===== src/rtl/ifetch_unit_pkg.sv =====
// Shared fetch-stage definitions: widths, reset PC default and FSM encoding.
package ifetch_unit_pkg;

  localparam int ADDR_WIDTH = 32;
  localparam int INST_WIDTH = 32;

  localparam logic [ADDR_WIDTH-1:0] RESET_PC_DEFAULT = 32'h0000_0000;

  typedef enum logic [0:0] {
    IDLE = 1'b0,
    REQ  = 1'b1
  } ifetch_state_t;

  // Instructions are word aligned; the two low address bits never reach the cache.
  function automatic logic [ADDR_WIDTH-1:0] align_pc(input logic [ADDR_WIDTH-1:0] a);
    return {a[ADDR_WIDTH-1:2], 2'b00};
  endfunction

endpackage


===== src/rtl/cpu_cache_if.sv =====
// CPU-side port of the instruction cache: one open request at a time,
// ready is a single-cycle pulse and rdata is only meaningful alongside it.
interface cpu_cache_if;
  import ifetch_unit_pkg::*;

  logic                  req;
  logic [ADDR_WIDTH-1:0] addr;
  logic                  ready;
  logic [31:0]           rdata;

  modport cpu   (output req, output addr, input  ready, input  rdata);
  modport cache (input  req, input  addr, output ready, output rdata);

endinterface


===== src/rtl/ifetch_unit_buffer.sv =====
// One-entry instruction holding register between fetch and decode.
module if_inst_buffer
  import ifetch_unit_pkg::*;
(
  input  logic                  clk,
  input  logic                  rst_n,
  input  logic                  load,
  input  logic                  flush,
  input  logic [INST_WIDTH-1:0] data,
  input  logic [ADDR_WIDTH-1:0] pc,
  input  logic                  ready,
  output logic                  valid,
  output logic [INST_WIDTH-1:0] inst,
  output logic [ADDR_WIDTH-1:0] inst_pc,
  output logic                  free
);

  // Fetch may start a request when the entry is empty or is being drained now.
  assign free = !valid || ready;

  // Flush beats drain; load never coincides with flush since the FSM gates it.
  always_ff @(posedge clk or negedge rst_n) begin
    if (!rst_n) begin
      valid   <= 1'b0;
      inst    <= '0;
      inst_pc <= '0;
    end else if (flush) begin
      valid <= 1'b0;
    end else if (load) begin
      valid   <= 1'b1;
      inst    <= data;
      inst_pc <= pc;
    end else if (valid && ready) begin
      valid <= 1'b0;
    end
  end

endmodule


===== src/rtl/ifetch_unit.sv =====
// Instruction fetch: owns the PC, issues one cache request at a time and
// discards wrong-path data after a redirect.
//
// state | meaning
// IDLE  | no request open; wait for buffer space, apply redirects directly to pc
// REQ   | request open at pc; pc/req frozen until cache ready
module ifetch_unit
  import ifetch_unit_pkg::*;
#(
  parameter logic [ADDR_WIDTH-1:0] RESET_PC = RESET_PC_DEFAULT
) (
  input  logic                  clk,
  input  logic                  rst_n,
  cpu_cache_if.cpu              cpu_if,
  input  logic                  redirect_valid,
  input  logic [ADDR_WIDTH-1:0] redirect_pc,
  output logic                  inst_valid,
  input  logic                  inst_ready,
  output logic [INST_WIDTH-1:0] inst,
  output logic [ADDR_WIDTH-1:0] inst_pc
);

  ifetch_state_t         state;
  logic [ADDR_WIDTH-1:0] pc;
  logic [ADDR_WIDTH-1:0] kill_pc;
  logic [ADDR_WIDTH-1:0] target;
  logic                  kill;
  logic                  req_q;
  logic                  buf_free;
  logic                  buf_load;

  assign target      = align_pc(redirect_pc);
  assign cpu_if.addr = pc;
  assign cpu_if.req  = req_q;

  // Only a clean return (no pending kill, no redirect this cycle) reaches decode.
  assign buf_load = (state == REQ) && cpu_if.ready && !kill && !redirect_valid;

  // Fetch sequencing; a redirect during an open request is parked in kill_pc
  // because the cache contract forbids changing the address before ready.
  always_ff @(posedge clk or negedge rst_n) begin
    if (!rst_n) begin
      state   <= IDLE;
      pc      <= RESET_PC;
      req_q   <= 1'b0;
      kill    <= 1'b0;
      kill_pc <= '0;
    end else begin
      case (state)
        IDLE: begin
          if (redirect_valid) begin
            pc <= target;
          end else if (buf_free) begin
            state <= REQ;
            req_q <= 1'b1;
          end
        end
        REQ: begin
          if (cpu_if.ready) begin
            if (redirect_valid) begin
              pc   <= target;
              kill <= 1'b0;
            end else if (kill) begin
              pc   <= kill_pc;
              kill <= 1'b0;
            end else begin
              pc    <= pc + ADDR_WIDTH'(4);
              state <= IDLE;
              req_q <= 1'b0;
            end
          end else if (redirect_valid) begin
            kill    <= 1'b1;
            kill_pc <= target;
          end
        end
        default: begin
          state <= IDLE;
          req_q <= 1'b0;
        end
      endcase
    end
  end

  if_inst_buffer u_buf (
    .clk     (clk),
    .rst_n   (rst_n),
    .load    (buf_load),
    .flush   (redirect_valid),
    .data    (cpu_if.rdata),
    .pc      (pc),
    .ready   (inst_ready),
    .valid   (inst_valid),
    .inst    (inst),
    .inst_pc (inst_pc),
    .free    (buf_free)
  );

endmodule


===== src/flat_wrapper.sv =====
// flat-port wrapper written by rule: the top's interface ports become plain ports
module ifetch_unit_flat import ifetch_unit_pkg::*;
#(
  parameter logic [ADDR_WIDTH-1:0] RESET_PC = RESET_PC_DEFAULT
)
  (clk, rst_n, redirect_valid, redirect_pc, inst_valid, inst_ready, inst, inst_pc, cpu_if_req, cpu_if_addr, cpu_if_ready, cpu_if_rdata);
  cpu_cache_if cpu_if_i ();
  input  logic clk;
  input  logic rst_n;
  input  logic redirect_valid;
  input  logic [ADDR_WIDTH-1:0] redirect_pc;
  output logic inst_valid;
  input  logic inst_ready;
  output logic [INST_WIDTH-1:0] inst;
  output logic [ADDR_WIDTH-1:0] inst_pc;
  output wire logic [$bits(cpu_if_i.req)-1:0] cpu_if_req;
  output wire logic [$bits(cpu_if_i.addr)-1:0] cpu_if_addr;
  input wire logic [$bits(cpu_if_i.ready)-1:0] cpu_if_ready;
  input wire logic [$bits(cpu_if_i.rdata)-1:0] cpu_if_rdata;
  assign cpu_if_req = cpu_if_i.req;
  assign cpu_if_addr = cpu_if_i.addr;
  assign cpu_if_i.ready = cpu_if_ready;
  assign cpu_if_i.rdata = cpu_if_rdata;
  ifetch_unit #(.RESET_PC(RESET_PC)) u_core (.clk(clk), .rst_n(rst_n), .cpu_if(cpu_if_i), .redirect_valid(redirect_valid), .redirect_pc(redirect_pc), .inst_valid(inst_valid), .inst_ready(inst_ready), .inst(inst), .inst_pc(inst_pc));
endmodule

===== config.mk =====
export PLATFORM = sky130hd
export DESIGN_NAME = ifetch_unit_flat
export DESIGN_NICKNAME = d
export VERILOG_FILES = /design/src/rtl/ifetch_unit_pkg.sv /design/src/rtl/cpu_cache_if.sv /design/src/rtl/ifetch_unit_buffer.sv /design/src/rtl/ifetch_unit.sv /design/src/flat_wrapper.sv
export SDC_FILE = /design/constraint.sdc
export NUM_CORES = 1
export LEC_CHECK = 0
export ABC_AREA = 0
export CORE_ASPECT_RATIO = 1.4
export CORE_UTILIZATION = 30
export DETAILED_ROUTE_END_ITERATION = 8
export GPL_TIMING_DRIVEN = 0
export PLACE_DENSITY = 0.6
export SYNTH_ARGS = -nofsm -noshare
export SYNTH_HDL_FRONTEND = slang
export SYNTH_SLANG_ARGS = --single-unit

===== constraint.sdc =====
create_clock -name clk -period 4.23 [get_ports clk]
set_clock_uncertainty 0.05 [all_clocks]
set_input_delay 0.6345 -clock clk [delete_from_list [all_inputs] [get_ports clk]]
set_output_delay 0.6345 -clock clk [all_outputs]
set_load 0.02 [all_outputs]

## Yosys cells after proc, flatten, opt, wreduce, memory -nomap -nowiden

Index checks and enable logic that the tools add are counted.
W data, S select, Z words.

| operators by class | value |
|---|---|
| add/sub/neg operators | 1 |
| eq/ne operators | 6 |
| muxes and demuxes | 22 |
| bitwise gates (word level) | 3 |
| reductions and logical operators | 15 |

Operators with widths:

| kind | count |
|---|---|
| $mux W32 | 4 |
| $pmux W32 S2 | 1 |
| $add A32 B3 Y32 const B | 1 |
| $mux W1 | 15 |
| $ne A2 B2 Y1 const B | 5 |
| $reduce_and A2 Y1 | 3 |
| $reduce_and A5 Y1 | 1 |
| $logic_and A1 B1 Y1 | 4 |
| $pmux W1 S2 | 2 |
| $logic_not A1 Y1 | 3 |
| $not A1 Y1 | 3 |
| $reduce_and A3 Y1 | 1 |
| $reduce_bool A3 Y1 | 1 |
| $ne A2 B1 Y1 const B | 1 |
| $reduce_bool A2 Y1 | 1 |
| $logic_or A1 B1 Y1 | 1 |

| storage, ports and cells | value |
|---|---|
| register bits | 130 |
| input port bits | 69 |
| output and inout bits | 98 |
| word-level logic and storage cells | 55 |

## Longest topological paths before layout

Gate-level depths: netlist of the first run.

| depth | value |
|---|---|
| depth after elaboration | 5 |
| gate-level depth with buffers | 8 |
| mapped depth without buffers | 6 |

## Hierarchy

Synthesis of the first run repeated with hierarchy kept, for this count alone.

| second synthesis, totals | value |
|---|---|
| cell total of the unflattened synthesis | 481 |
| area, all modules | 6195.9 um2 |

By module, submodules not included:

| module | times used | cells an instance | area each (um2) | sequential area each (um2) |
|---|---|---|---|---|
| ifetch_unit | 1 | 341 | 3454.6 | 1576.5 |
| if_inst_buffer | 1 | 140 | 2741.4 | 1626.6 |

## Worst setup path before layout of the first run

No wires, ideal clock.

| path | value |
|---|---|
| path type | flip-flop to flip-flop |
| start point | register u_core.pc[2], in the netlist u_core.cpu_if.addr[2] |
| end point | register u_core.pc[24], in the netlist u_core.cpu_if.addr[24] |
| data arrival time | 1966 ps |
| required time | 4086 ps |
| path slack | 2120 ps |
| cell stages (with the launch flop) | 7 |
| buffers on the path | 0 |
| clock period less this slack | 2110 ps |
| cell sequence | dfrtp_1 > ha_1 > nand4_4 > nor4_4 > nand4_1 > xor2_1 > a221oi_2 |

| on the way | value |
|---|---|
| longest elaborated chain between the ends | 5 |

Ends and longest elaborated chain:

| element | RTL line | text |
|---|---|---|
| start: declaration | ifetch_unit.sv:24 | `logic [ADDR_WIDTH-1:0] pc;` |
| start signal: assignment | ifetch_unit.sv:52 | `pc <= target;` |
| start signal: assignment | ifetch_unit.sv:61 | `pc <= target;` |
| start signal: assignment | ifetch_unit.sv:64 | `pc <= kill_pc;` |
| $add A32 B3 Y32 | ifetch_unit.sv:67 | `pc <= pc + ADDR_WIDTH'(4);` |
| $mux W32 | ifetch_unit.sv:63 | `end else if (kill) begin` |
| $mux W32 | ifetch_unit.sv:60 | `if (redirect_valid) begin` |
| $mux W32 | ifetch_unit.sv:59 | `if (cpu_if.ready) begin` |
| $pmux W32 S2 | ifetch_unit.sv:49 | `case (state)` |

Every way passes these cells. The select of a mux whose other input is x is not followed.
A chain may end at the register's enable or synchronous reset.

## Worst setup path after layout of the first run

| path | value |
|---|---|
| start point | input port redirect_valid |
| end point | register u_core.pc[29], in the netlist u_core.cpu_if.addr[29] |

| on the way | value |
|---|---|
| longest elaborated chain between the ends | 3 |
| elaborated cells on any way between the ends | 5 |
| those cells by class | eq/ne (1); mux (3); reduce/logical (1) |

Ends and longest elaborated chain:

| element | RTL line | text |
|---|---|---|
| start: declaration | flat_wrapper.sv:10 | `input logic redirect_valid;` |
| $mux W32 | ifetch_unit.sv:60 |  |
| $mux W32 | ifetch_unit.sv:59 |  |
| $pmux W32 S2 | ifetch_unit.sv:49 |  |

Parallel ways exist; a longest one is shown, timed or not. The select of a mux whose other input is x is not followed.

==> results.toml, run 1 <==
[sta]
finalSetupTns_ns = 0
finalHoldViolations = 0
rsz0062_at_grt = "no"
layout_min_cycle_time_ns = 2.60
post-route-period-util_pct = 61.6
maxSlewViolCount = 0
fmax_mhz = 384
slew-limit-headroom_pct = 18.2
tightest_slew_ns = 1.22
finalSetupViolations = 0
worst_slack_ns = 1.63

[placed_design]
hpwlAfterDp_um = 12900
place_congestion = 0.804
post_dp_cell_area_um2 = 7800
port_buffers = 159
place_ws_ns = 1.17

[finish]
diodes = 0
multi_input_area_um2 = 2510
fin_area_um2 = 8400
final_cell_mix = "nand2_1, clkdlybuf4s50_1, dfrtp_1, mux2_1, clkbuf_1"
fillers = 1887
nNetsFinal = 871
drive_above_1_share_pct = 7.00
layout_commonest_cell = "nand2_1"
fin_util_pct = 43.9
syn_to_final_growth_pct = 43.4
regArea_um2 = 3150

[detailed_routing]
routedWlPerCell_um = 17.2
firstDrtPassIters = 5
vias = 5147
dr_wl_met2_um = 9480
wirelength_um = 18300
vias_per_cell = 4.85
drt-met1-wl_um = 7560
routed.top_layer = "met4"
drc = 0
drtIter0Drc = 285
wl_met3_um = 948
ant_nets = 0

[worst_setup_path]
reg2reg_to = "u_core.cpu_if.addr[24]"
startpoint_type = "primary input"
crit_type = "primary input to flop"
r2r-start = "u_core.cpu_if.addr[2]"
setup.worst_path.end_class = "flop"
path_cells = "clkdlybuf4s50_1, clkbuf_1, mux2i_1, clkbuf_1, a222oi_1, o21ai_1"
cp.arrival_ns = 2.90
path_max_fanout = 10
critPathTopFamily = "buffers and inverters"
cp.required_ns = 4.52
rr_worst_depth = 6
critPathBufInv = 3
crit_top_cell = "clkbuf_1"
critPathSlowestCell = "mux2i_1"
max_stage_delay_ns = 0.73
reg2reg_slack_ns = 1.81

[global_routing]
grt_pass1_vias = 5162
grt_start_max_net_pins = 71
grt_util_all_layers_pct = 19.2
grt_pass1_wl_um = 29300
antenna_found_initial = 0
grt_overflow = 0

[cts]
clock_latency_ns = 0.42
cts_buffers = 17
cts_root_buffer = "clkbuf_16"
cts_resized = 0
cts_max_path_buffers = 2
tritoncts = "built"
cts_sinks = 126
clk_pin_slew_ns = 0.06
cts_setup_buffers = 0
htree_levels = 4
cts.hold.buffers_added = 0

[flow_run]
drv_cap = 0

[power_and_ir_drop]
powerDensity_nw_per_um2 = 647
peakVddDrop_uv = 232
p_leak_nw = 3.69

[min_path]
min_path_type = "primary input to async pin"

[synth]
syn_area_per_cell_um2 = 9.47
yosys_warnings = 0
synth-seq-area-share_pct = 53.8
synthFlopType = "dfrtp_1"
ys_ff_latch = 126
synth.distinct_cells = 46
ys_async_sr_fraction_pct = 100
syn_area_um2 = 5860
synth_cells = 619
synth_edf_count = 0

[die]
die_w_um = 120
rows = 60
io_pins = 167
fp.dieH_um = 167
die_area_um2 = 20100
floorplan.initialDensity_pct = 30.6
coreArea_um2 = 19100

[outcome]
outcome = "finished, final reports clean"
[power by group]
part | switching (mW) | internal [mW]
registers | 0.344 | 1.61
logic | 1.06 | 0.925
clock network | 0.549 | 0.953
[through the flow]
| step | hold slack (ns) | total power [mW] | instances |
|---|---|---|---|
| 5_1_grt | 0.229 | 5.75 | 1062 |
| 4_1_cts | 0.200 | 5.50 | 1062 |
| 6_report | 0.184 | 5.44 | 1062 |
| 2_1_floorplan | 0.289 | 2.94 | 622 |
| 3_3_place_gp | 0.407 | 3.94 | 1029 |
| 3_5_place_dp | 0.413 | 3.97 | 1030 |
[worst register-to-register path, cell delays in order, from the launching register on]
cell and delay [ns]:
dfrtp_1 0.51, ha_1 0.35, nand4_4 0.18, nor4_4 0.54
nand4_1 0.21, xor2_1 0.20, a221oi_2 0.29
[cell usage after synthesis, drive strengths merged (3+ instances only)]
master,number,area (µm²)
a31oi,5,31.3
a21oi,25,125
o21ai,27,135
nor4,3,55.1
nand4,14,103
nand3,17,95.1
or3,3,18.8
nor3,6,30.0
nand2,207,777
nor2,20,75.1
and3,9,56.3
mux2i,8,80.1
o22ai,17,106
a32o,7,70.1
buf,17,93.8
clkbuf,26,97.6
xor2,12,105
inv,3,11.3
a221oi,3,32.5
dfrtp,126,3150
a21o,3,22.5
a211oi,4,30.0
mux2,31,349
and2,3,18.8
xnor2,7,61.3
[final cells by class]
type / instances / share of cell area (%)
multi-input cells: 450 / 29.9
plain buffers: 43 / 2.28
inverters: 3 / 0.134
well taps: 248 / 3.69
clock inverters: 11 / 1.67
flip-flops and latches: 126 / 37.5
clock buffers: 21 / 5.48
repair buffers: 160 / 19.3
[cells by family after synthesis]
| group | synth area share [%] |
|---|---|
| simple gates | 21.9 |
| flops | 53.8 |
| compound gates | 10.4 |
| buf+inv | 3.46 |
| mux | 7.32 |
| xor+xnor | 2.84 |
| fa+ha+maj | 0.214 |
| other cells | 0.0640 |
[how the worst max path moves through the flow]
stage	from	endpoint	slack, ns	cells past startpoint
3_3_place_gp	rst_n	u_core.u_buf.inst[8]	-2.90	1
5_1_grt	redirect_valid	u_core.u_buf.inst_pc[24]	1.39	8
4_1_cts	redirect_valid	u_core.u_buf.inst_pc[24]	1.60	8
6_report	redirect_valid	u_core.cpu_if.addr[29]	1.63	6
3_5_place_dp	redirect_valid	u_core.u_buf.inst_pc[24]	1.17	8
2_1_floorplan	u_core.cpu_if.addr[2]	u_core.cpu_if.addr[24]	2.12	6
[layer usage]
layer  track usage (%)  up-vias
li1                  -     2483
met1              23.1     2493
met2              33.4      153
met3              4.09       18
met4              6.79        0
met5                 0        -
[flip-flops by register name (all words and copies together) (netlist names)]
| register | cells |
|---|---|
| u_core.cpu_if.addr | 30 |
| u_core.u_buf.valid | 1 |
| u_core.state | 1 |
| u_core.u_buf.inst_pc | 30 |
| u_core.cpu_if.req | 1 |
| u_core.kill_pc | 30 |
| u_core.kill | 1 |
| u_core.u_buf.inst | 32 |
No activity file was read; power rests on OpenSTA's default activity.
==> inputs of run 2 (changes only) <==
- clock period: 4.23 -> 2.6 ns (I/O delays scaled with it)
==> run 2 against run 1 <==
Clock power is 63% higher. Wire length hardly changed. Non-clock buffer count is 1 higher. Setup slack worse by 1.4 ns. Critical path depth stayed put. Via count is 0.25% higher.
==> results.toml, run 2 (synthesis results as in run 1) <==
[outcome]
outcome = "finished, final reports clean"

[finish]
layout_commonest_cell = "nand2_1"
largest_reg_flops = 32
nNetsFinal = 872
final_cell_mix = "nand2_1, clkdlybuf4s50_1, dfrtp_1, mux2_1, clkbuf_1"
diodes = 0
fin_area_um2 = 8410
syn_to_final_growth_pct = 43.6
drive_above_1_share_pct = 6.99
top_register = "u_core.u_buf.inst"

[power_and_ir_drop]
p_leak_nw = 3.70
seqPwrFrac_pct = 35.9
peakVddDrop_uv = 377
powerDensity_nw_per_um2 = 1050
fin_total_pwr_mw = 8.85
p_int_mw = 5.67
power_frac_clock_pct = 27.6
p_sw_share_pct = 35.9
p_sw_mw = 3.18
p_comb_share_pct = 36.5

[global_routing]
grt_overflow = 0
gr-usage-met3_pct = 4.09
grtUsageMet1_pct = 23.1
grt_start_max_net_pins = 71
gr-usage-met2_pct = 33.5
grt_pass1_vias = 5172
antenna_found_initial = 0
grt_util_all_layers_pct = 19.2
top_usage_layer = "met2"
grt_pass1_wl_um = 29400

[detailed_routing]
wirelength_um = 18300
drtIter0Drc = 265
vias_per_cell = 4.85
routedWlPerCell_um = 17.2
vias = 5160
drc = 0
firstDrtPassIters = 5
ant_nets = 0

[worst_setup_path]
cp.arrival_ns = 2.69
cp.required_ns = 2.87
startpoint_type = "flop"
crit_type = "flop to flop"
setup.worst_path.start = "u_core.cpu_if.addr[2]"
setup.worst_path.end_class = "flop"
path_max_fanout = 8
r2r-start = "u_core.cpu_if.addr[2]"

[sta]
layout_min_cycle_time_ns = 2.42
finalSetupTns_ns = 0
fmax_mhz = 413
finalSetupViolations = 0
worst_slack_ns = 0.180
tightest_slew_ns = 1.26
maxSlewViolCount = 0
rsz0062_at_grt = "no"
post-route-period-util_pct = 93.1
slew-limit-headroom_pct = 15.1
finalHoldViolations = 0

[min_path]
min_from = "cpu_if_ready"
min_path_type = "primary input to flop"

[cts]
cts_max_path_buffers = 2
clk_pin_slew_ns = 0.06
cts_root_buffer = "clkbuf_16"
cts_buffers = 17
cts_resized = 0
clock_latency_ns = 0.42
tritoncts = "built"
cts_sinks = 126
htree_levels = 4

[placed_design]
port_buffers = 159
place_congestion = 0.804
place_ws_ns = -0.213
post_dp_cell_area_um2 = 7800
hpwlAfterDp_um = 12900

[die]
rows = 60
die_w_um = 120
fp.dieH_um = 167
floorplan.initialDensity_pct = 30.6
io_pins = 167
die_area_um2 = 20100
coreArea_um2 = 19100

[flow_run]
drv_cap = 0
## run 2: cell types whose count changed in the layout (fill, tap and decap cells not counted), sizes merged
cell / delta
dlygate4sd3: +1
## run 2: final timing paths
| path | to | slack (ns) | cells after the start |
|---|---|---|---|
| max in group asynchronous | u_core.u_buf.valid | 1.24 | 3 |
| min in group asynchronous | u_core.u_buf.inst_pc[8] | 0.52 | 2 |
| worst min register to register | u_core.u_buf.inst_pc[15] | 0.42 | 2 |
| worst max-delay path | u_core.cpu_if.addr[24] | 0.18 | 6 |
| worst max register to register | u_core.cpu_if.addr[24] | 0.18 | 6 |
| worst min-delay path | u_core.kill | 0.33 | 2 |
## run 2: routing by layer
layer / up-vias / wire (µm)
li1: 2482 / -
met1: 2500 / 7410
met2: 157 / 9470
met3: 21 / 1070
met4: 0 / 313
met5: - / 0
## run 2: repair_timing
item,4_1_cts,5_1_grt
hold buffers,1,0
setup buffers,0,0
hold endpoints to repair,69,0
## run 2: final cells by class
| class | count | area [µm²] |
|---|---|---|
| Fill cell | 1886 | 10700 |
| Sequential cell | 126 | 3150 |
| Multi-Input combinational cell | 450 | 2510 |
| Timing Repair Buffer | 161 | 1630 |
| Clock buffer | 21 | 460 |
| Tap cell | 248 | 310 |
| Buffer | 43 | 191 |
| Clock inverter | 11 | 140 |
| Inverter | 3 | 11.3 |
## run 2: per-stage QoR
stage	hold slack, ns	std cells	util [%]
after floorplan	0.0444	622	-
after global placement	0.407	1029	40.6
after detailed placement	0.399	1030	40.8
after CTS	0.311	1063	43.9
after global routing	0.358	1063	43.9
final	0.330	1063	43.9
## run 2: power by group through the flow
stage	clock [mW]	sequential [mW]	combinational, mW
2_1_floorplan	0	3.74	1.04
3_3_place_gp	0	3.19	3.22
3_5_place_dp	0	3.20	3.26
4_1_cts	2.50	3.18	3.27
5_1_grt	2.57	3.28	3.50
6_report	2.44	3.18	3.23
## run 2: worst max-delay path, cell delays in order, from the launching register on
cell      delay [ns]
dfrtp_1         0.51
ha_1            0.35
nand4_4         0.17
nor4_4          0.54
nand4_1         0.21
xor2_1          0.20
a221oi_2        0.28
